==> src/rtl/draw_cell_overlay_if.sv <==
// Pixel stream bundle for the VGA overlay chain: beam position, sync, blanking and colour.
// master drives the stream, slave consumes it; there is no backpressure.
interface draw_cell_overlay_if;
  logic [10:0] hcount;
  logic [10:0] vcount;
  logic        hsync;
  logic        vsync;
  logic        hblnk;
  logic        vblnk;
  logic [11:0] rgb;

  modport master (output hcount, vcount, hsync, vsync, hblnk, vblnk, rgb);
  modport slave  (input  hcount, vcount, hsync, vsync, hblnk, vblnk, rgb);
endinterface

==> src/rtl/draw_cell_overlay.sv <==
// N x N board-cell painter driven by a frame-synchronous 2-bit state per cell.
// Latency 2 pclk on every output; no backpressure, one pixel accepted per clock.
module draw_cell_overlay #(
  parameter int          GRID_N       = 3,
  parameter int          GRID_X0      = 0,
  parameter int          GRID_Y0      = 0,
  parameter int          CELL_W       = 341,
  parameter int          CELL_H       = 256,
  parameter int          MARGIN       = 4,
  parameter int          BLINK_FRAMES = 30,
  parameter logic [11:0] COL_P1       = 12'hF00,
  parameter logic [11:0] COL_P2       = 12'h00F,
  parameter logic [11:0] COL_HL       = 12'hFF0
) (
  input  logic                         pclk,
  input  logic                         rst,
  draw_cell_overlay_if.slave           in_bus,
  draw_cell_overlay_if.master          out_bus,
  input  logic [2*GRID_N*GRID_N-1:0]   cell_state
);

  localparam int NCELL = GRID_N * GRID_N;
  localparam int CNT_W = $clog2(BLINK_FRAMES) + 1;

  function automatic logic [10:0] x_lo(input int c);
    return 11'(GRID_X0 + c * CELL_W + MARGIN);
  endfunction
  function automatic logic [10:0] x_hi(input int c);
    return 11'(GRID_X0 + (c + 1) * CELL_W - 1 - MARGIN);
  endfunction
  function automatic logic [10:0] y_lo(input int r);
    return 11'(GRID_Y0 + r * CELL_H + MARGIN);
  endfunction
  function automatic logic [10:0] y_hi(input int r);
    return 11'(GRID_Y0 + (r + 1) * CELL_H - 1 - MARGIN);
  endfunction

  logic             col_hit, row_hit;
  logic [1:0]       col_idx, row_idx;
  logic [3:0]       cell_idx;

  logic             s1_in_cell;
  logic [3:0]       s1_idx;
  logic [11:0]      s1_rgb;
  logic [10:0]      s1_hcount, s1_vcount;
  logic             s1_hsync, s1_vsync, s1_hblnk, s1_vblnk;

  logic [1:0]       shadow [NCELL];
  logic [CNT_W-1:0] frame_cnt;
  logic             blink_phase;
  logic             vsync_prev;
  logic             vsync_rise;
  logic [11:0]      paint;

  // Bounds are constants, so each column/row test is just a pair of comparators.
  always_comb begin
    col_hit = 1'b0;
    row_hit = 1'b0;
    col_idx = 2'd0;
    row_idx = 2'd0;
    for (int c = 0; c < GRID_N; c++) begin
      if (in_bus.hcount >= x_lo(c) && in_bus.hcount <= x_hi(c)) begin
        col_hit = 1'b1;
        col_idx = 2'(c);
      end
    end
    for (int r = 0; r < GRID_N; r++) begin
      if (in_bus.vcount >= y_lo(r) && in_bus.vcount <= y_hi(r)) begin
        row_hit = 1'b1;
        row_idx = 2'(r);
      end
    end
    cell_idx = {2'b00, row_idx} * 4'(GRID_N) + {2'b00, col_idx};
  end

  assign vsync_rise = in_bus.vsync & ~vsync_prev;

  always_comb begin
    paint = s1_rgb;
    if (s1_in_cell && !s1_hblnk && !s1_vblnk) begin
      case (shadow[s1_idx])
        2'b01:   paint = COL_P1;
        2'b10:   paint = COL_P2;
        2'b11:   paint = blink_phase ? COL_HL : s1_rgb;
        default: paint = s1_rgb;
      endcase
    end
  end

  always_ff @(posedge pclk) begin
    if (rst) begin
      s1_in_cell     <= 1'b0;
      s1_idx         <= 4'd0;
      s1_rgb         <= 12'd0;
      s1_hcount      <= 11'd0;
      s1_vcount      <= 11'd0;
      s1_hsync       <= 1'b0;
      s1_vsync       <= 1'b0;
      s1_hblnk       <= 1'b0;
      s1_vblnk       <= 1'b0;
      out_bus.hcount <= 11'd0;
      out_bus.vcount <= 11'd0;
      out_bus.hsync  <= 1'b0;
      out_bus.vsync  <= 1'b0;
      out_bus.hblnk  <= 1'b0;
      out_bus.vblnk  <= 1'b0;
      out_bus.rgb    <= 12'd0;
      for (int k = 0; k < NCELL; k++) shadow[k] <= 2'b00;
      frame_cnt      <= '0;
      blink_phase    <= 1'b1;
      vsync_prev     <= 1'b0;
    end else begin
      s1_in_cell     <= col_hit & row_hit;
      s1_idx         <= cell_idx;
      s1_rgb         <= in_bus.rgb;
      s1_hcount      <= in_bus.hcount;
      s1_vcount      <= in_bus.vcount;
      s1_hsync       <= in_bus.hsync;
      s1_vsync       <= in_bus.vsync;
      s1_hblnk       <= in_bus.hblnk;
      s1_vblnk       <= in_bus.vblnk;

      out_bus.hcount <= s1_hcount;
      out_bus.vcount <= s1_vcount;
      out_bus.hsync  <= s1_hsync;
      out_bus.vsync  <= s1_vsync;
      out_bus.hblnk  <= s1_hblnk;
      out_bus.vblnk  <= s1_vblnk;
      out_bus.rgb    <= paint;

      vsync_prev     <= in_bus.vsync;
      // Board state is only sampled at the frame edge so a cell never tears.
      if (vsync_rise) begin
        for (int k = 0; k < NCELL; k++) shadow[k] <= cell_state[2*k +: 2];
        if (frame_cnt == CNT_W'(BLINK_FRAMES - 1)) begin
          frame_cnt   <= '0;
          blink_phase <= ~blink_phase;
        end else begin
          frame_cnt   <= frame_cnt + 1'b1;
        end
      end
    end
  end

endmodule

==> src/flat_wrapper.sv <==
// flat-port wrapper written by rule: the top's interface ports become plain ports
module draw_cell_overlay_flat 
#(
  parameter int          GRID_N       = 3,
  parameter int          GRID_X0      = 0,
  parameter int          GRID_Y0      = 0,
  parameter int          CELL_W       = 341,
  parameter int          CELL_H       = 256,
  parameter int          MARGIN       = 4,
  parameter int          BLINK_FRAMES = 30,
  parameter logic [11:0] COL_P1       = 12'hF00,
  parameter logic [11:0] COL_P2       = 12'h00F,
  parameter logic [11:0] COL_HL       = 12'hFF0
)
  (pclk, rst, cell_state, in_bus_hcount, in_bus_vcount, in_bus_hsync, in_bus_vsync, in_bus_hblnk, in_bus_vblnk, in_bus_rgb, out_bus_hcount, out_bus_vcount, out_bus_hsync, out_bus_vsync, out_bus_hblnk, out_bus_vblnk, out_bus_rgb);
  draw_cell_overlay_if in_bus_i ();
  draw_cell_overlay_if out_bus_i ();
  input  logic pclk;
  input  logic rst;
  input  logic [2*GRID_N*GRID_N-1:0] cell_state;
  input wire logic [$bits(in_bus_i.hcount)-1:0] in_bus_hcount;
  input wire logic [$bits(in_bus_i.vcount)-1:0] in_bus_vcount;
  input wire logic [$bits(in_bus_i.hsync)-1:0] in_bus_hsync;
  input wire logic [$bits(in_bus_i.vsync)-1:0] in_bus_vsync;
  input wire logic [$bits(in_bus_i.hblnk)-1:0] in_bus_hblnk;
  input wire logic [$bits(in_bus_i.vblnk)-1:0] in_bus_vblnk;
  input wire logic [$bits(in_bus_i.rgb)-1:0] in_bus_rgb;
  output wire logic [$bits(out_bus_i.hcount)-1:0] out_bus_hcount;
  output wire logic [$bits(out_bus_i.vcount)-1:0] out_bus_vcount;
  output wire logic [$bits(out_bus_i.hsync)-1:0] out_bus_hsync;
  output wire logic [$bits(out_bus_i.vsync)-1:0] out_bus_vsync;
  output wire logic [$bits(out_bus_i.hblnk)-1:0] out_bus_hblnk;
  output wire logic [$bits(out_bus_i.vblnk)-1:0] out_bus_vblnk;
  output wire logic [$bits(out_bus_i.rgb)-1:0] out_bus_rgb;
  assign in_bus_i.hcount = in_bus_hcount;
  assign in_bus_i.vcount = in_bus_vcount;
  assign in_bus_i.hsync = in_bus_hsync;
  assign in_bus_i.vsync = in_bus_vsync;
  assign in_bus_i.hblnk = in_bus_hblnk;
  assign in_bus_i.vblnk = in_bus_vblnk;
  assign in_bus_i.rgb = in_bus_rgb;
  assign out_bus_hcount = out_bus_i.hcount;
  assign out_bus_vcount = out_bus_i.vcount;
  assign out_bus_hsync = out_bus_i.hsync;
  assign out_bus_vsync = out_bus_i.vsync;
  assign out_bus_hblnk = out_bus_i.hblnk;
  assign out_bus_vblnk = out_bus_i.vblnk;
  assign out_bus_rgb = out_bus_i.rgb;
  draw_cell_overlay #(.GRID_N(GRID_N), .GRID_X0(GRID_X0), .GRID_Y0(GRID_Y0), .CELL_W(CELL_W), .CELL_H(CELL_H), .MARGIN(MARGIN), .BLINK_FRAMES(BLINK_FRAMES), .COL_P1(COL_P1), .COL_P2(COL_P2), .COL_HL(COL_HL)) u_core (.pclk(pclk), .rst(rst), .in_bus(in_bus_i), .out_bus(out_bus_i), .cell_state(cell_state));
endmodule
==> config.mk <==
export PLATFORM = sky130hd
export DESIGN_NAME = draw_cell_overlay_flat
export DESIGN_NICKNAME = d
export VERILOG_FILES = /design/src/rtl/draw_cell_overlay_if.sv /design/src/rtl/draw_cell_overlay.sv /design/src/flat_wrapper.sv
export SDC_FILE = /design/constraint.sdc
export NUM_CORES = 1
export LEC_CHECK = 0
export CAP_MARGIN = 15
export CORE_ASPECT_RATIO = 1.2
export CORE_UTILIZATION = 32
export DETAILED_ROUTE_END_ITERATION = 8
export MAX_ROUTING_LAYER = met4
export PLACE_DENSITY_LB_ADDON = 0.12
export SLEW_MARGIN = 40
export SYNTH_ARGS = -nofsm -noshare
export SYNTH_HDL_FRONTEND = slang
export SYNTH_SLANG_ARGS = --single-unit
==> constraint.sdc <==
create_clock -name pclk -period 3.6 [get_ports pclk]
set_clock_uncertainty 0.15 [all_clocks]
set_input_delay 0.54 -clock pclk [delete_from_list [all_inputs] [get_ports pclk]]
set_output_delay 0.54 -clock pclk [all_outputs]
set_load 0.1 [all_outputs]
==> metrics.log <==
INFO  metric outcome = complete, no violations
INFO  metric report.final.setup_viol = 0
INFO  metric post_synthesis_cell_area = about 3800 um^2
INFO  metric boundaryPins = 96
INFO  metric numClockSinks = ~110
INFO  metric number_of_global_route_vias_before_repair = 2388
INFO  metric detail_route.wl_per_cell = 11.9 um
INFO  metric power.density = about 530 nW/um^2
INFO  metric fmax = 0.306 GHz
INFO  metric synth.yosys.warnings = 0
INFO  metric max_slew.worst_pin.slew = 740 ps
INFO  metric detail-route-antenna-nets = 0
INFO  metric worst_setup_path_end_kind = register
INFO  metric layout_commonest_cell = dfxtp_1
INFO  metric dp.final_hpwl = 5110 um
INFO  metric synthesized_area_per_cell = 11.3 um^2
INFO  metric ir_worst_vdd = 0.197 mV
INFO  metric max-slew-margin-rel = 0.507
INFO  metric initial_core_util = 0.329
INFO  metric grt_antenna_before_repair = 0
INFO  metric die_y = 121 um
INFO  metric power.static_leakage = 0.00205 uW
INFO  metric arrival = between 3000 and 4000 ps
INFO  metric cts_made_buffers = 9
INFO  metric ctsHoldBuffers = 0
INFO  metric clockBufferDepth = 2
INFO  metric final_cell_mix = dfxtp_1, nor2b_1, clkdlybuf4s50_1, buf_2, and2_1
INFO  metric synth-seq-area-share = 0.605
INFO  metric cts_setup_buffers = 0
INFO  metric cap_violations = 0
INFO  metric p_int = 1980 uW
INFO  metric global_router_s_overall_resource_usage = 0.124
INFO  metric crit_path_start_kind = input pin
INFO  metric final.min_clock_period = 3270 ps
INFO  metric worstHoldPathType = register to register
INFO  metric antenna_cells_inserted = 0
INFO  metric critical_path.max_fanout = 3
INFO  metric tritoncts = done
INFO  metric cts_root_buffer = clkbuf_16
INFO  metric drt-initial-drc-count = 52
INFO  metric synth_cells = 337
INFO  metric clock_power_share = 0.373
INFO  metric syn_nets = 401
INFO  metric maximum_number_of_pins_on_one_net_before_global_route_repair = 49
INFO  metric grt_setup_unrepaired = false
INFO  metric floorplan.die.width = a little over 100 um
INFO  metric fin_hold_ws = roughly 280 ps
INFO  metric grt_pass1_wl = 11100 um
INFO  metric switching_share = 0.253
INFO  metric cts_max_level = 3
INFO  metric combPwrFrac = 0.140
INFO  metric timing.final.max_slew_violations = 0
INFO  metric routabilityCongestion = 0.705
INFO  metric synth_enable_flop_cells = 18
INFO  metric row_count = 43
INFO  metric globalRoute.totalOverflow = 0
INFO  metric final_layout_size_suffix_gt1_frac = 0.148
INFO  metric clkLatencyLatePin = approximately 340 ps
INFO  metric core = 11600 um^2
INFO  metric most_instantiated_flip_flop_cell_in_the_synthesis_netlist = dfxtp_1
INFO  metric routed_wl = 7060 um
INFO  metric worstPathRequired = 3660 ps
INFO  metric postSynthRegisterBits = 106
INFO  metric seqPwrFrac = 0.487
INFO  metric min_period_over_period = 0.908
INFO  metric via_count = 2548
INFO  metric postSynth.asyncResetShare = 0
INFO  metric timing_worst_setup_path_type = input pin to register
INFO  metric port-buffer-count = 95
INFO  metric power.switching = 669 uW
INFO  metric hold_viol_final = 0
INFO  metric layout.nets = 497
INFO  metric post_synth_num_cell_types = 45
INFO  metric post-route-util = 0.435
INFO  metric floorplan.die_area = 12300 um^2
INFO  metric drt-vias-per-instance = 4.28
INFO  metric syn_to_final_growth = 32.4%
INFO  metric route.detailed.drc = 0
INFO  metric clk_transition_reported_paths = 70 ps
INFO  metric ctsResizeCount = 0
INFO  metric firstDrtPassIters = 4
==> stage by stage <==
step	instances	setup TNS (ps)	worst slack, ps	area, um^2	total power [uW]
floorplan	337	0	569	3800	1570
global placement	579	0	59.7	4920	1710
detailed placement	579	-43.0	-43.0	4730	1690
CTS	595	0	325	5040	2690
global route	595	0	209	5040	2760
finish	595	0	331	5040	2650
==> area by class of cell <==
cell class | instances | area (um^2)
multi-input combinational | 210 | 1420
clock inverter | 3 | 47.5
sequential | 106 | 2300
tap | 157 | 196
clock buffer | 13 | 260
fill | 1144 | 6530
timing repair buffer | 99 | 786
inverter | 7 | 26.3
==> Yosys cell counts, types with 2 or more instances <==
master,instances,share of area
a21oi_1,7,0.0092
nor3_1,5,0.0066
dfxtp_1,88,0.46
xor2_1,3,0.0069
nor4_1,3,0.0049
nand2_1,14,0.014
or2_2,2,0.0033
xnor2_1,5,0.012
and2_1,19,0.031
nand2b_1,7,0.012
o211ai_1,2,0.0039
o21ai_0,7,0.0092
a221oi_1,4,0.0092
or4_1,2,0.0039
nor3b_1,8,0.016
and3b_1,2,0.0046
inv_1,7,0.0069
edfxtp_1,18,0.14
a211o_1,4,0.0092
mux2i_1,7,0.018
clkbuf_1,13,0.013
ha_1,5,0.016
nor2_1,13,0.013
nor2b_1,71,0.12
==> worst max-delay path: stages <==
cell,delay (ps)
clkdlybuf4s50_1,440
or4_1,540
nor3_1,140
a311oi_1,110
and3b_1,230
or2_2,290
ha_1,280
ha_1,210
fa_1,410
nor2b_1,130
==> path summary, 6_finish.rpt <==
path	from	endpoint	slack, ps	cells past startpoint
min	u_core.s1_vcount[10]	u_core.out_bus.vcount[10]	280	1
min reg2reg	u_core.s1_vcount[10]	u_core.out_bus.vcount[10]	280	1
max reg2reg	register	u_core.out_bus.rgb[3]	1200	5
max	in_bus_vcount[2]	register	330	10
==> layer usage <==
| layer | share of wire | wire, um | vias up | GRT usage |
|---|---|---|---|---|
| met5 | 0 | 0 | - | - |
| met4 | 0.018 | 126 | 0 | 0.0598 |
| met3 | 0.046 | 323 | 9 | 0.0357 |
| met2 | 0.50 | 3500 | 58 | 0.204 |
| met1 | 0.44 | 3110 | 1157 | 0.137 |
| li1 | - | - | 1324 | - |
==> flip-flops by register name, summed over array words and instances, names as in the netlist, 6 cells and up, named ones only <==
register               count
u_core.shadow             18
u_core.out_bus.rgb        12
u_core.s1_rgb             12
u_core.out_bus.hcount     11
u_core.out_bus.vcount     11
u_core.s1_hcount          11
u_core.s1_vcount          11
u_core.frame_cnt           6
==> kinds of logic (layout without fill, tap and decap cells) <==
family                   Yosys count  count (layout)  share of synthesized area
AO/OA/AOI/OAI                     33              33                     0.0612
flip-flops                       106             106                      0.605
buffers and inverters             21             122                     0.0227
multiplexers                       9               9                     0.0273
AND/OR/NAND/NOR                  154             154                      0.243
adder cells (fa/ha/maj)            6               6                     0.0217
XOR/XNOR                           8               8                     0.0184
==> power groups by stage <==
stage | clock network [uW] | logic [uW] | registers [uW]
final | 989 | 370 | 1290
after global routing | 1070 | 396 | 1300
after CTS | 1020 | 375 | 1290
after detailed placement | 0 | 374 | 1320
after global placement | 0 | 389 | 1320
after floorplan | 0 | 113 | 1460
Power figures use the tool's default switching activity.
